<file path="config.mk">
export PLATFORM = sky130hd
export DESIGN_NAME = pwm_gen
export DESIGN_NICKNAME = d
export VERILOG_FILES = /design/src/rtl/pwm_pkg.sv /design/src/rtl/pwm_period_cntr.sv /design/src/rtl/pwm_gen.sv
export SDC_FILE = /design/constraint.sdc
export NUM_CORES = 1
export LEC_CHECK = 0
export BUFFER_PORTS_ARGS = -buffer_cell sky130_fd_sc_hd__buf_4
export CORE_UTILIZATION = 57
export DETAILED_ROUTE_END_ITERATION = 16
export GPL_TIMING_DRIVEN = 1
export PLACE_DENSITY = 0.87
export SLEW_MARGIN = 15
export SYNTH_ARGS = -nofsm -noshare
export SYNTH_HDL_FRONTEND = slang
export SYNTH_HIERARCHICAL = 1
export SYNTH_SLANG_ARGS = --single-unit
export TNS_END_PERCENT = 1
</file>
<file path="constraint.sdc">
create_clock -name clk -period 2.4 [get_ports clk]
set_clock_uncertainty 0.05 [all_clocks]
set_input_delay 0.36 -clock clk [delete_from_list [all_inputs] [get_ports clk]]
set_output_delay 0.36 -clock clk [all_outputs]
set_load 0.01 [all_outputs]
</file>
<file path="src/rtl/pwm_pkg.sv">
// rtl/pwm_pkg.sv - shared types for the PWM generator
package pwm_pkg;

    typedef enum logic [1:0] {
        ST_IDLE = 2'd0,
        ST_RUN  = 2'd1,
        ST_STOP = 2'd2
    } pwm_state_t;

endpackage

</file>
<file path="src/rtl/pwm_period_cntr.sv">
// rtl/pwm_period_cntr.sv - modulo-PERIOD tick counter with wrap strobe
module pwm_period_cntr #(
    parameter int PERIOD = 10,
    parameter int CW     = $clog2(PERIOD)
) (
    input  logic          clk,
    input  logic          rst_n,
    input  logic          clr,
    input  logic          adv,
    output logic [CW-1:0] cnt,
    output logic          wrap
);

    localparam logic [CW-1:0] LAST = CW'(PERIOD - 1);

    // wrap is the period boundary: the advancing cycle that returns cnt to 0
    assign wrap = adv && (cnt == LAST);

    always_ff @(posedge clk) begin
        if (!rst_n || clr) begin
            cnt <= '0;
        end else if (adv) begin
            cnt <= wrap ? '0 : cnt + CW'(1);
        end
    end

endmodule

</file>
<file path="src/rtl/pwm_gen.sv">
// rtl/pwm_gen.sv - PWM generator with shadowed duty and graceful stop
module pwm_gen
    import pwm_pkg::*;
#(
    parameter int PERIOD = 10,
    parameter int DW     = $clog2(PERIOD + 1)
) (
    input  logic          clk,
    input  logic          rst_n,
    input  logic          en,
    input  logic          tick,
    input  logic [DW-1:0] duty,
    input  logic          duty_vld,
    output logic          duty_rdy,
    output logic          pwm_out,
    output logic          period_done
);

    localparam int            CW       = $clog2(PERIOD);
    localparam logic [DW-1:0] PERIOD_D = DW'(PERIOD);

    pwm_state_t    state, state_nxt;
    logic [CW-1:0] cnt;
    logic [DW-1:0] cnt_ext;
    logic          wrap;
    logic          clr;
    logic          adv;
    logic          start;
    logic [DW-1:0] shadow;
    logic          shadow_full;
    logic [DW-1:0] duty_act;
    logic [DW-1:0] duty_clamped;
    logic          accept;
    logic          shadow_load;

    assign clr   = (state == ST_IDLE);
    assign adv   = tick && !clr;
    assign start = (state == ST_IDLE) && en;

    pwm_period_cntr #(
        .PERIOD (PERIOD),
        .CW     (CW)
    ) u_cntr (
        .clk   (clk),
        .rst_n (rst_n),
        .clr   (clr),
        .adv   (adv),
        .cnt   (cnt),
        .wrap  (wrap)
    );

    always_comb begin
        state_nxt = state;
        case (state)
            ST_IDLE: if (en) state_nxt = ST_RUN;
            ST_RUN:  if (!en) state_nxt = ST_STOP;
            ST_STOP: begin
                if (en) begin
                    state_nxt = ST_RUN;
                end else if (wrap) begin
                    state_nxt = ST_IDLE;
                end
            end
            default: state_nxt = ST_IDLE;
        endcase
    end

    assign duty_rdy     = !shadow_full;
    assign accept       = duty_vld && !shadow_full;
    assign duty_clamped = (duty > PERIOD_D) ? PERIOD_D : duty;
    // A full shadow cannot accept, so a duty taken on a boundary waits a period
    assign shadow_load  = shadow_full && (start || wrap);

    always_ff @(posedge clk) begin
        if (!rst_n) begin
            state       <= ST_IDLE;
            shadow      <= '0;
            shadow_full <= 1'b0;
            duty_act    <= '0;
            period_done <= 1'b0;
        end else begin
            state       <= state_nxt;
            period_done <= wrap;
            if (shadow_load) begin
                duty_act    <= shadow;
                shadow_full <= 1'b0;
            end else if (accept) begin
                shadow      <= duty_clamped;
                shadow_full <= 1'b1;
            end
        end
    end

    assign cnt_ext = DW'(cnt);
    assign pwm_out = (state != ST_IDLE) && (cnt_ext < duty_act);

endmodule

</file>
Word-level counts from Yosys, hierarchy flattened
Cells that the tools add are included.
Widths: inputs -> output; s select.

word-level totals
  input bits = 9
  word-level logic and storage cells = 40
  output and inout port bits = 3
  flip-flop bits (word level) = 16

operators by class
  order comparisons = 2
  reduce and logical (&&, ||, !) cells = 16
  muxes and demuxes = 7
  bitwise operators = 2
  eq/ne operators = 6
  add/subtract/negate cells = 1

operators with widths
  operator             count
  $mux 2               4
  $mux 4               2
  $logic_and 1x1->1    6
  $pmux 2 s3           1
  $add 4x1->4 const B  1
  $eq 4x4->1 const B   1
  $gt 4x4->1 const B   1
  $lt 4x4->1           1
  $ne 2x2->1 const B   2
  $logic_not 1->1      3
  $ne 3x2->1 const B   1
  $reduce_and 3->1     1
  $eq 2x1->1 const B   1
  $eq 2x2->1 const B   1
  $logic_not 2->1      1
  $logic_or 1x1->1     2
  $not 1->1            2
  $reduce_and 2->1     1
  $reduce_bool 2->1    1
  $reduce_or 2->1      1

Logic depth before layout (Yosys ltp)
Gate-level depths: netlist of the first run.

  depth in word-level cells = 8
  mapped depth = 7
  depth with buffers taken out = 7

Modules after synthesis
Netlist of the first run, hierarchy kept.

modules (own cells, without submodules)
  module           cells each  instances  seq. area each (µm²)  area each (µm²)
  pwm_gen          66          1          240.2                 570.5
  pwm_period_cntr  23          1          80.1                  206.4

Least setup slack after synthesis of the first run
No wires, ideal clock.

  kind = reg2reg
  from = reg state[0]
  to = reg duty_act[0]
  buffers on the path = 0
  stages on the path, launching flop included = 8
  required time = 2.278 ns
  arrival = 1.443 ns
  period minus slack after synthesis = 1.564 ns
  path slack = 0.836 ns
  setup time = 0.072 ns
  cell sequence = dfxtp_1 > nor2_1 > nor2b_1 > nand4b_1 > inv_1 > nand2_1 > o31ai_4 > mux2i_1

between the ends
  word-level cells in the longest chain between the ends = 6
  elaborated cells between the ends (all ways) = 7
  classes of those cells = reduce/logical: 7

ends and longest elaborated chain
  item                    line                   source
  from (decl)             pwm_gen.sv:22          pwm_state_t state, state_nxt;
  from (signal assigned)  pwm_gen.sv:82          state <= state_nxt;
  $logic_not 2->1         pwm_gen.sv:36          assign clr = (state == ST_IDLE);
  named net clr           pwm_gen.sv:26          logic clr;
  $logic_not 1->1         pwm_gen.sv:37          assign adv = tick && !clr;
  $logic_and 1x1->1       pwm_gen.sv:37
  named net adv           pwm_gen.sv:27          logic adv;
  $logic_and 1x1->1       pwm_period_cntr.sv:17  assign wrap = adv && (cnt == LAST);
  named net wrap          pwm_gen.sv:25          logic wrap;
  $logic_or 1x1->1        pwm_gen.sv:72          assign shadow_load = shadow_full && (start || wrap);
  $logic_and 1x1->1       pwm_gen.sv:72
  to (signal assigned)    pwm_gen.sv:85          duty_act <= shadow;
  to (decl)               pwm_gen.sv:31          logic [DW-1:0] duty_act;

The timed path passes the listed nets, and every way through them passes these cells.
A chain may end at the register's enable or synchronous reset.

Final worst setup path of the first run
  from = reg u_cntr.cnt[1]
  to = out pwm_out

between the ends
  word-level cells in the longest chain between the ends = 2

ends and longest elaborated chain
  item                    line                   source
  from (decl)             pwm_period_cntr.sv:10  output logic [CW-1:0] cnt,
  from (signal assigned)  pwm_period_cntr.sv:23  cnt <= wrap ? '0 : cnt + CW'(1);
  $lt 4x4->1              pwm_gen.sv:95          assign pwm_out = (state != ST_IDLE) && (cnt_ext < duty_act);
  $logic_and 1x1->1       pwm_gen.sv:95
  to (decl)               pwm_gen.sv:15          output logic pwm_out,

No other way between the ends.

==> out/metrics.csv, run 1 <==
stage,metric,value,unit
flow_run,Max Cap Violations,0,
synthesis,Synth cell types,24,
drt,residual DRC count,0,
floorplanning,core outline area,1186,µm²
drt,First DRT Iteration DRCs,15,
drt,DR vias,617,
critical_path,Buf/Inv on CP,1,
synthesis,synthesized area,777.0,µm²
floorplanning,Die Wd,38.92,µm
global_routing,largest net degree at the start of global routing,18,
critical_path,crit path max fanout,5,
drt,WL final,1376,µm
final_layout,synth-to-layout area growth,16.91,%
final_layout,layout cells sized above 1,16.50,%
cts,CTS HTree Levels,1,
sta,worst rel slew slack,74.82,%
place,port bufs,11,
cts,CTS tree,built,
synthesis,Post-Syn Instances,89,
final_layout,Final Net Count,118,
sta,unrepaired setup endpoints after global routing,no,
synthesis,top-count cell post-synth,dfxtp_1,
sta,"Slew Viols, Final",0,
critical_path,Setup Crit Path Kind,reg2out,
cts,Worst-path clk slew,0.08,ns
power,Worst VDD drop,0.4712,mV
worst_hold_path,HP Class,in2reg,
synthesis,"FFs w/ async S/R, synth",0,%
synthesis,Synth top area share,41.22,%
floorplanning,row count,12,
sta,Setup TNS,0,ns
drt,drt wl/cell,11.76,µm
sta,min Tclk post-route,1.843,ns
cts,CTS Buf Count,3,
sta,Final Hold Vio Count,0,
synthesis,post-synth top area cell,dfxtp_1,
cts,clk sinks,16,
floorplanning,Die H,38.92,µm
floorplanning,Initial Utilization,65.51,%
sta,Max Fclk,0.5426,GHz
power,Pwr per Cell Area,554.0,nW/µm²
critical_path,crit path max-delay cell type,dfxtp_1,
final_layout,n_diodes,0,
final_layout,Final Util,76.58,%
cts,CTS Hold Bufs,0,
floorplanning,die area,1515,µm²
global_routing,number of antenna violations at the first check in global routing,0,
floorplanning,I/O pin total,12,
synthesis,synthesized flop and latch total,16,
synthesis,Ys Warns,6,
critical_path,Critical Path Sink Type,primary output,
place,hpwl dp,1027,µm
drt,Routed Antenna Nets,0,
sta,Final WS setup,0.5569,ns
synthesis,Syn Nets,103,
power,Leak,0.0003567,µW
global_routing,gr usage total,23.40,%
critical_path,CP arrival,1.43,ns
synthesis,number of synthesized flops with an enable pin,0,
synthesis,sequential fraction of the synthesis area,41.22,%
synthesis,top area cells in the synthesized netlist,"dfxtp_1 41%, ha_1 8.1%, nand2_1 7.2%",
cts,postcts setup bufs,0,
critical_path,CP required,1.99,ns
cts,clock latency on the worst-skew pair,0.28,ns
synthesis,main flop type after synthesis,dfxtp_1,
cts,clk buf depth,2,
critical_path,CP cell instances,ha_1 -> a211oi_1 -> o21a_1 -> buf_4,
drt,DR vias/cell,5.274,
place,DP Worst Slack,0.5876,ns
critical_path,CP top delay family,flip-flops,
global_routing,grt ovf,0,
sta,Worst-Margin Slew,0.3769,ns
critical_path,CP startpoint kind,flip-flop,
place,GP Congestion,0.8415,
synthesis,Synth Area per Inst,8.730,µm²
sta,Final setup viols,0,
sta,Final Cycle Share,76.80,%
synthesis,most frequent cells after synthesis,"16 x dfxtp_1, 15 x nand2_1, 7 x inv_1",
drt,DR pass1 iterations,4,
cts,post-cts repair resize count,0,
global_routing,vias in the first global route,561,
critical_path,CP max stage delay,0.42,ns
run_status,outcome,finished clean,
global_routing,first-pass GRT wire length,2346,µm
cts,Root Driver,clkbuf_4,
==> cells by family after synthesis <==
logic type	Yosys count	synth area share (%)
flip-flops	16	41.22
XOR/XNOR	2	2.255
AO/OA/AOI/OAI	16	14.01
adder cells (fa/ha/maj)	5	8.052
AND/OR/NAND/NOR	38	25.28
multiplexers	4	5.153
buffers and inverters	8	4.026
==> layout by cell type (no fill, tap or decap), types with 3 or more instances in the layout <==
| cell type | n |
|---|---|
| inv_1 | 7 |
| a21oi_1 | 6 |
| nand2_1 | 15 |
| nand3b_1 | 3 |
| a21boi_0 | 3 |
| nor2_1 | 5 |
| mux2i_1 | 4 |
| ha_1 | 5 |
| dfxtp_1 | 16 |
| nand2b_1 | 6 |
| o21ai_0 | 4 |
| clkbuf_4 | 3 |
| buf_4 | 11 |
==> through the flow <==
stage / total power [µW] / hold WS (ns) / std cells / cell area [µm²]
finish: 503.2 / 0.2102 / 117 / 908.4
global route: 526.7 / 0.2069 / 117 / 908.4
CTS: 509.8 / 0.2062 / 117 / 908.4
detailed placement: 336.3 / 0.4051 / 113 / 872.1
global placement: 334.7 / 0.3981 / 113 / 872.1
floorplan: 314.2 / 0.3847 / 89 / 777.0
==> path summary, 6_finish.rpt <==
kind	from	to	slack, ns	cells past startpoint
min	en	state[1]	0.21	2
min reg2reg	duty_act[2]	duty_act[2]	0.41	2
max reg2reg	state[0]	duty_act[0]	0.56	7
max	u_cntr/cnt[1]	pwm_out	0.56	4
==> flip-flops by register name, indices dropped and copies added, names as in the netlist <==
signal       flops
shadow_full      1
u_cntr/cnt       4
state            2
period_done      1
shadow           4
duty_act         4
==> per-layer routing <==
| layer | up-vias | track usage (%) | routed length, µm |
|---|---|---|---|
| met1 | 282 | 29.29 | 669 |
| met5 | - | 0 | 0 |
| met3 | 2 | 10.40 | 54 |
| li1 | 323 | - | - |
| met2 | 10 | 36.67 | 641 |
| met4 | 0 | 5.172 | 11 |
==> layout make-up <==
cell class	count	area, µm²
sequential	16	320.3
clock buffer	4	36.28
tap	14	17.52
timing repair buffer	11	82.58
multi-input combinational	65	425.4
inverter	7	26.28
fill	84	277.8
==> where the power goes <==
part	switching, µW	internal [µW]
Combinational	24.8	25.0
Sequential	7.71	273
Clock	80.0	92.3
Total	113	391
Note: power is estimated with default switching activity, not from simulation.
==> run 2, diff against run 1 <==
- ABC_AREA: unset -> 1
- CORE_UTILIZATION: 57 -> 48
- PLACE_DENSITY: 0.87 -> 0.79
- clock period: 2.4 -> 1.6 ns (I/O delays scaled with it)
==> out/metrics.csv, run 2 <==
stage,metric,value,unit
critical_path,Critical Path Sink Type,primary output,
drt,WL final,1439,µm
final_layout,most frequent cells in the layout,"22 x nand2_1, 21 x inv_1, 15 x buf_4",
synthesis,Synth Area in Simple Gates,29.12,%
critical_path,most frequent CP cell,nand2_1,
floorplanning,Die Wd,43.35,µm
drt,First DRT Iteration DRCs,19,
power,Pwr per Cell Area,787.2,nW/µm²
final_layout,fill count,139,
global_routing,gr usage total,18.38,%
run_status,outcome,finished clean,
critical_path,CP required,1.31,ns
sta,final hold slack,0.08617,ns
floorplanning,row count,14,
final_layout,"most common cell after layout, fill and taps aside",nand2_1,
synthesis,number of synthesized flops with an enable pin,0,
global_routing,vias in the first global route,685,
cts,CTS HTree Levels,1,
place,GP Congestion,0.7424,
synthesis,post-synth top area cell,dfxtp_1,
synthesis,Ys Warns,6,
final_layout,Final Net Count,150,
synthesis,sequential fraction of the synthesis area,39.02,%
critical_path,CP arrival,1.29,ns
critical_path,critical path depth,8,
sta,Final Cycle Share,98.60,%
drt,Routed Antenna Nets,0,
sta,worst rel slew slack,83.74,%
floorplanning,Initial Utilization,52.65,%
critical_path,crit path max-delay cell type,dfxtp_2,
critical_path,crit path max fanout,2,
drt,residual DRC count,0,
global_routing,first-pass GRT wire length,2615,µm
synthesis,"FFs w/ async S/R, synth",0,%
cts,CTS Hold Bufs,0,
critical_path,CP top delay family,flip-flops,
critical_path,Buf/Inv on CP,2,
floorplanning,Die H,43.35,µm
synthesis,Syn Nets,132,
critical_path,Setup Crit Path Kind,reg2out,
synthesis,Synth Area in Adders,7.622,%
synthesis,Synth top area share,39.02,%
drt,drt wl/cell,9.530,µm
synthesis,most frequent cells after synthesis,"24 x inv_1, 23 x nand2_1, 16 x dfxtp_1",
synthesis,Synth Area per Inst,6.956,µm²
cts,CTS tree,built,
critical_path,CP startpoint kind,flip-flop,
place,placed cell areas,923.4,µm²
sta,min Tclk post-route,1.578,ns
cts,clock latency on the worst-skew pair,0.28,ns
sta,Final setup viols,0,
synthesis,main flop type after synthesis,dfxtp_1,
final_layout,synth-to-layout area growth,25.46,%
global_routing,grt ovf,0,
global_routing,number of antenna violations at the first check in global routing,0,
synthesis,post-synthesis mux area share,0,%
sta,unrepaired setup endpoints after global routing,yes,
critical_path,r2r worst-path depth,10,
sta,Worst-Margin Slew,0.2431,ns
critical_path,CP cell instances,inv_2 -> ha_4 -> o21ai_2 -> nand2_1 -> nand2_1 -> nand2_1 -> nor2_1 -> buf_4,
floorplanning,I/O pin total,12,
synthesis,top-count cell post-synth,inv_1,
place,hpwl dp,1075,µm
cts,clk sinks,16,
cts,clk buf depth,2,
floorplanning,die area,1879,µm²
sta,Final Hold Vio Count,0,
final_layout,layout cells sized above 1,28.89,%
worst_hold_path,HP Class,in2reg,
final_layout,biggest regs,"duty_act x4, shadow x4, u_cntr/cnt x4",
final_layout,post-route cell area,1030,µm²
synthesis,Post-Synth XOR/XNOR Area,1.067,%
synthesis,Synth cell types,19,
flow_run,Max Cap Violations,0,
power,Worst VDD drop,0.5465,mV
power,Leak,0.0004751,µW
sta,"Slew Viols, Final",0,
place,port bufs,11,
cts,CTS Buf Count,3,
synthesis,Post-Syn Instances,118,
synthesis,Compound-Gate Fraction of Synth Area,10.37,%
synthesis,top area cells in the synthesized netlist,"dfxtp_1 39%, inv_1 11%, nand2_1 11%",
final_layout,n_diodes,0,
worst_hold_path,hold depth,2,
critical_path,CP max stage delay,0.34,ns
drt,DR pass1 iterations,4,
sta,Max Fclk,0.6339,GHz
synthesis,synthesized flop and latch total,16,
floorplanning,core outline area,1559,µm²
global_routing,largest net degree at the start of global routing,12,
drt,DR vias,720,
synthesis,synthesized area,820.8,µm²
cts,Worst-path clk slew,0.09,ns
synthesis,main combinational cell family by area after synthesis,simple AND/OR/NAND/NOR gates,
drt,DR vias/cell,4.768,
cts,Root Driver,clkbuf_4,
## run 2: cell types whose count changed after synthesis, moves of 2 or more
cell | before | now
nand3b_1 | 3 | 0
a21boi_0 | 3 | 0
nor3b_1 | 2 | 0
nor2_1 | 5 | 14
mux2i_1 | 4 | 0
o21ai_0 | 4 | 6
nand2b_1 | 6 | 0
nand3_1 | 1 | 8
inv_1 | 7 | 24
a21oi_1 | 6 | 10
nand2_1 | 15 | 23
## run 2: logic make-up after synthesis
group,count (synthesis)
flops,16
fa+ha+maj,5
buf+inv,26
compound gates,17
xor+xnor,1
simple gates,53
## run 2: per-layer routing
layer	track usage [%]	up-vias	share of wire [%]	wire length, µm
li1	-	401	-	-
met1	23.24	309	50	721
met2	31.52	8	46	667
met3	2.500	2	2.5	36
met4	7.500	0	0.97	14
met5	0	-	0	0
## run 2: through the flow
stage | setup WS (ns) | total power, µW | TNS [ns] | util, % | std cells
3_3_place_gp | 0.2049 | 545.5 | 0 | 59.23 | 145
2_1_floorplan | 0.2069 | 509.3 | 0 | - | 118
4_1_cts | -0.02240 | 815.4 | -0.02240 | 64.77 | 151
6_report | 0.02243 | 810.6 | 0 | 66.05 | 151
5_1_grt | -0.08584 | 852.9 | -0.1437 | 66.05 | 151
3_5_place_dp | 0.1783 | 548.2 | 0 | 59.23 | 145
## run 2: layout make-up
cell class / instances / area [µm²] / share of cell area [%]
inverters: 24 / 90.09 / 8.748
clock buffers: 4 / 36.28 / 3.524
repair buffers: 15 / 112.6 / 10.94
well taps: 16 / 20.02 / 1.944
flip-flops and latches: 16 / 327.8 / 31.83
multi-input cells: 76 / 442.9 / 43.01
## run 2: report_power, final
part / switching (µW) / internal, µW / total, µW
registers: 10.6 / 417 / 428
clock network: 123 / 138 / 262
logic: 66.5 / 54.5 / 121
total: 201 / 610 / 811
## run 2: timing repair
item / in CTS / in global routing
setup buffers: 2 / 0
setup endpoints to repair: 1 / 6
resized for setup: 10 / 6
pin swaps: 5 / 7
## run 2: final timing paths
check | startpoint | endpoint | slack (ns)
worst max-delay path | duty_act[1] | pwm_out | 0.02
worst min-delay path | en | state[1] | 0.09
worst max register to register | u_cntr/cnt[1] | duty_act[1] | 0.12
worst min register to register | shadow[3] | shadow[3] | 0.42
==> run 3, diff against run 2 <==
- PLACE_DENSITY: 0.79 -> 0.72
==> out/metrics.csv, run 3 (synthesis gave the netlist of run 2 again) <==
stage,metric,value,unit
power,Leak,0.0004787,µW
final_layout,layout cells sized above 1,28.68,%
global_routing,vias in the first global route,677,
power,switching fraction of total power,25.28,%
sta,Worst-Margin Slew,0.2469,ns
power,Combinational Power Share,14.9,%
place,port bufs,11,
drt,DR vias,733,
drt,WL final,1541,µm
place,DP Worst Slack,0.2180,ns
cts,CTS Buf Count,3,
run_status,outcome,finished with violations,
critical_path,CP cell instances,ha_4 -> a21oi_1 -> nand2_1 -> nor2_1 -> buf_4,
critical_path,crit path max fanout,2,
floorplanning,Die Wd,43.35,µm
sta,final hold slack,0.08727,ns
flow_run,Max Cap Violations,0,
critical_path,CP max stage delay,0.36,ns
worst_hold_path,HP Class,in2reg,
final_layout,register area,330.3,µm²
drt,Routed Antenna Nets,0,
cts,clk sinks,16,
final_layout,most frequent cells in the layout,"22 x nand2_1, 21 x inv_1, 16 x buf_4",
cts,clock latency on the worst-skew pair,0.29,ns
cts,Root Driver,clkbuf_4,
floorplanning,Initial Utilization,52.65,%
floorplanning,Die H,43.35,µm
power,Power Internal,608.4,µW
global_routing,largest net degree at the start of global routing,12,
drt,wl on met1,757,µm
place,hpwl dp,1151,µm
power,net switching power,205.8,µW
cts,Worst-path clk slew,0.09,ns
critical_path,CP startpoint kind,flip-flop,
final_layout,biggest regs,"duty_act x4, shadow x4, u_cntr/cnt x4",
sta,Setup TNS,0,ns
sta,Final WS setup,0.02250,ns
power,Worst VDD drop,0.5415,mV
global_routing,grt ovf,0,
floorplanning,I/O pin total,12,
global_routing,first-pass GRT wire length,2635,µm
sta,Final Hold Vio Count,0,
final_layout,fill count,143,
final_layout,Multi-input gate area,439.2,µm²
sta,Final setup viols,0,
drt,residual DRC count,2,
final_layout,synth-to-layout area growth,26.22,%
sta,unrepaired setup endpoints after global routing,yes,
critical_path,Setup Crit Path Kind,reg2out,
critical_path,CP required,1.31,ns
sta,Max Fclk,0.6339,GHz
cts,clk buf depth,2,
drt,DR pass1 iterations,10,
drt,wire length on met3,54,µm
drt,Met2 Wirelength,710,µm
critical_path,crit path max-delay cell type,dfxtp_4,
power,total power,814.2,µW
drt,DR top layer,met4,
drt,First DRT Iteration DRCs,6,
sta,min Tclk post-route,1.578,ns
critical_path,CP arrival,1.29,ns
final_layout,Final Net Count,151,
run_status,failing checks,design-rule violations,
sta,"Slew Viols, Final",0,
critical_path,Critical Path Sink Type,primary output,
power,clock power share,32.7,%
global_routing,number of antenna violations at the first check in global routing,0,
sta,worst rel slew slack,83.39,%
floorplanning,die area,1879,µm²
power,Pwr per Cell Area,785.9,nW/µm²
place,GP Congestion,0.7611,
drt,drt wl/cell,10.14,µm
final_layout,"most common cell after layout, fill and taps aside",nand2_1,
drt,DR vias/cell,4.822,
final_layout,n_diodes,0,
global_routing,gr usage total,19.13,%
final_layout,Final Util,66.45,%
power,Reg power frac,52.4,%
cts,CTS HTree Levels,1,
floorplanning,core outline area,1559,µm²
sta,Final Cycle Share,98.59,%
cts,CTS tree,built,
floorplanning,row count,14,
-- run 3: cell count changes in the layout (fill, tap and decap cells not counted) --
cell     change
buf_4        +1
a21oi_2      -1
dfxtp_4      +1
a21oi_1      +1
dfxtp_2      -1
-- run 3: area by class of cell --
class,count,area share [%]
Sequential cell,16,31.88
Inverter,24,8.696
Multi-Input combinational cell,76,42.39
Tap cell,16,1.932
Timing Repair Buffer,16,11.59
Clock buffer,4,3.502
-- run 3: path summary, 6_finish.rpt --
kind / slack [ns] / start / cells past startpoint / to
min reg2reg: 0.43 / shadow[2] / 2 / shadow[2]
min: 0.09 / en / 2 / state[1]
max reg2reg: 0.15 / u_cntr/cnt[1] / 9 / duty_act[1]
max: 0.02 / u_cntr/cnt[3] / 5 / pwm_out
-- run 3: stage by stage --
stage | instance area [µm²] | cells
after global routing | 1036 | 152
after floorplan | 820.8 | 118
after CTS | 1006 | 151
final | 1036 | 152
after detailed placement | 930.9 | 146
after global placement | 930.9 | 146
-- run 3: worst max-delay path, delay by kind of cell, from the launching register on --
family | cells | cell delay (ns)
flip-flops | 1 | 0.36
AO/OA/AOI/OAI | 1 | 0.14
adder cells (fa/ha/maj) | 1 | 0.23
AND/OR/NAND/NOR | 2 | 0.15
buffers and inverters | 1 | 0.12
-- run 3: repair_timing --
item                                    in CTS  in global routing
pin swaps                                    5                  6
endpoints found under the hold margin        0                  0
endpoints found under the setup margin       1                  1
buffers inserted                             1                  1
hold buffers                                 0                  0
gates resized for setup                      9                  7
-- run 3: per-layer routing --
layer,vias up,GRT usage (%)
met1,323,21.84
met5,-,0
li1,398,-
met3,2,6.667
met4,0,8.125
met2,10,32.42
-- run 3: power groups by stage --
| stage | sequential (µW) | clock, µW | combinational [µW] |
|---|---|---|---|
| after CTS | 428 | 273 | 117 |
| final | 427 | 266 | 121 |
| after detailed placement | 436 | 0 | 114 |
| after global routing | 429 | 288 | 140 |
| after floorplan | 434 | 0 | 75.8 |
| after global placement | 435 | 0 | 111 |
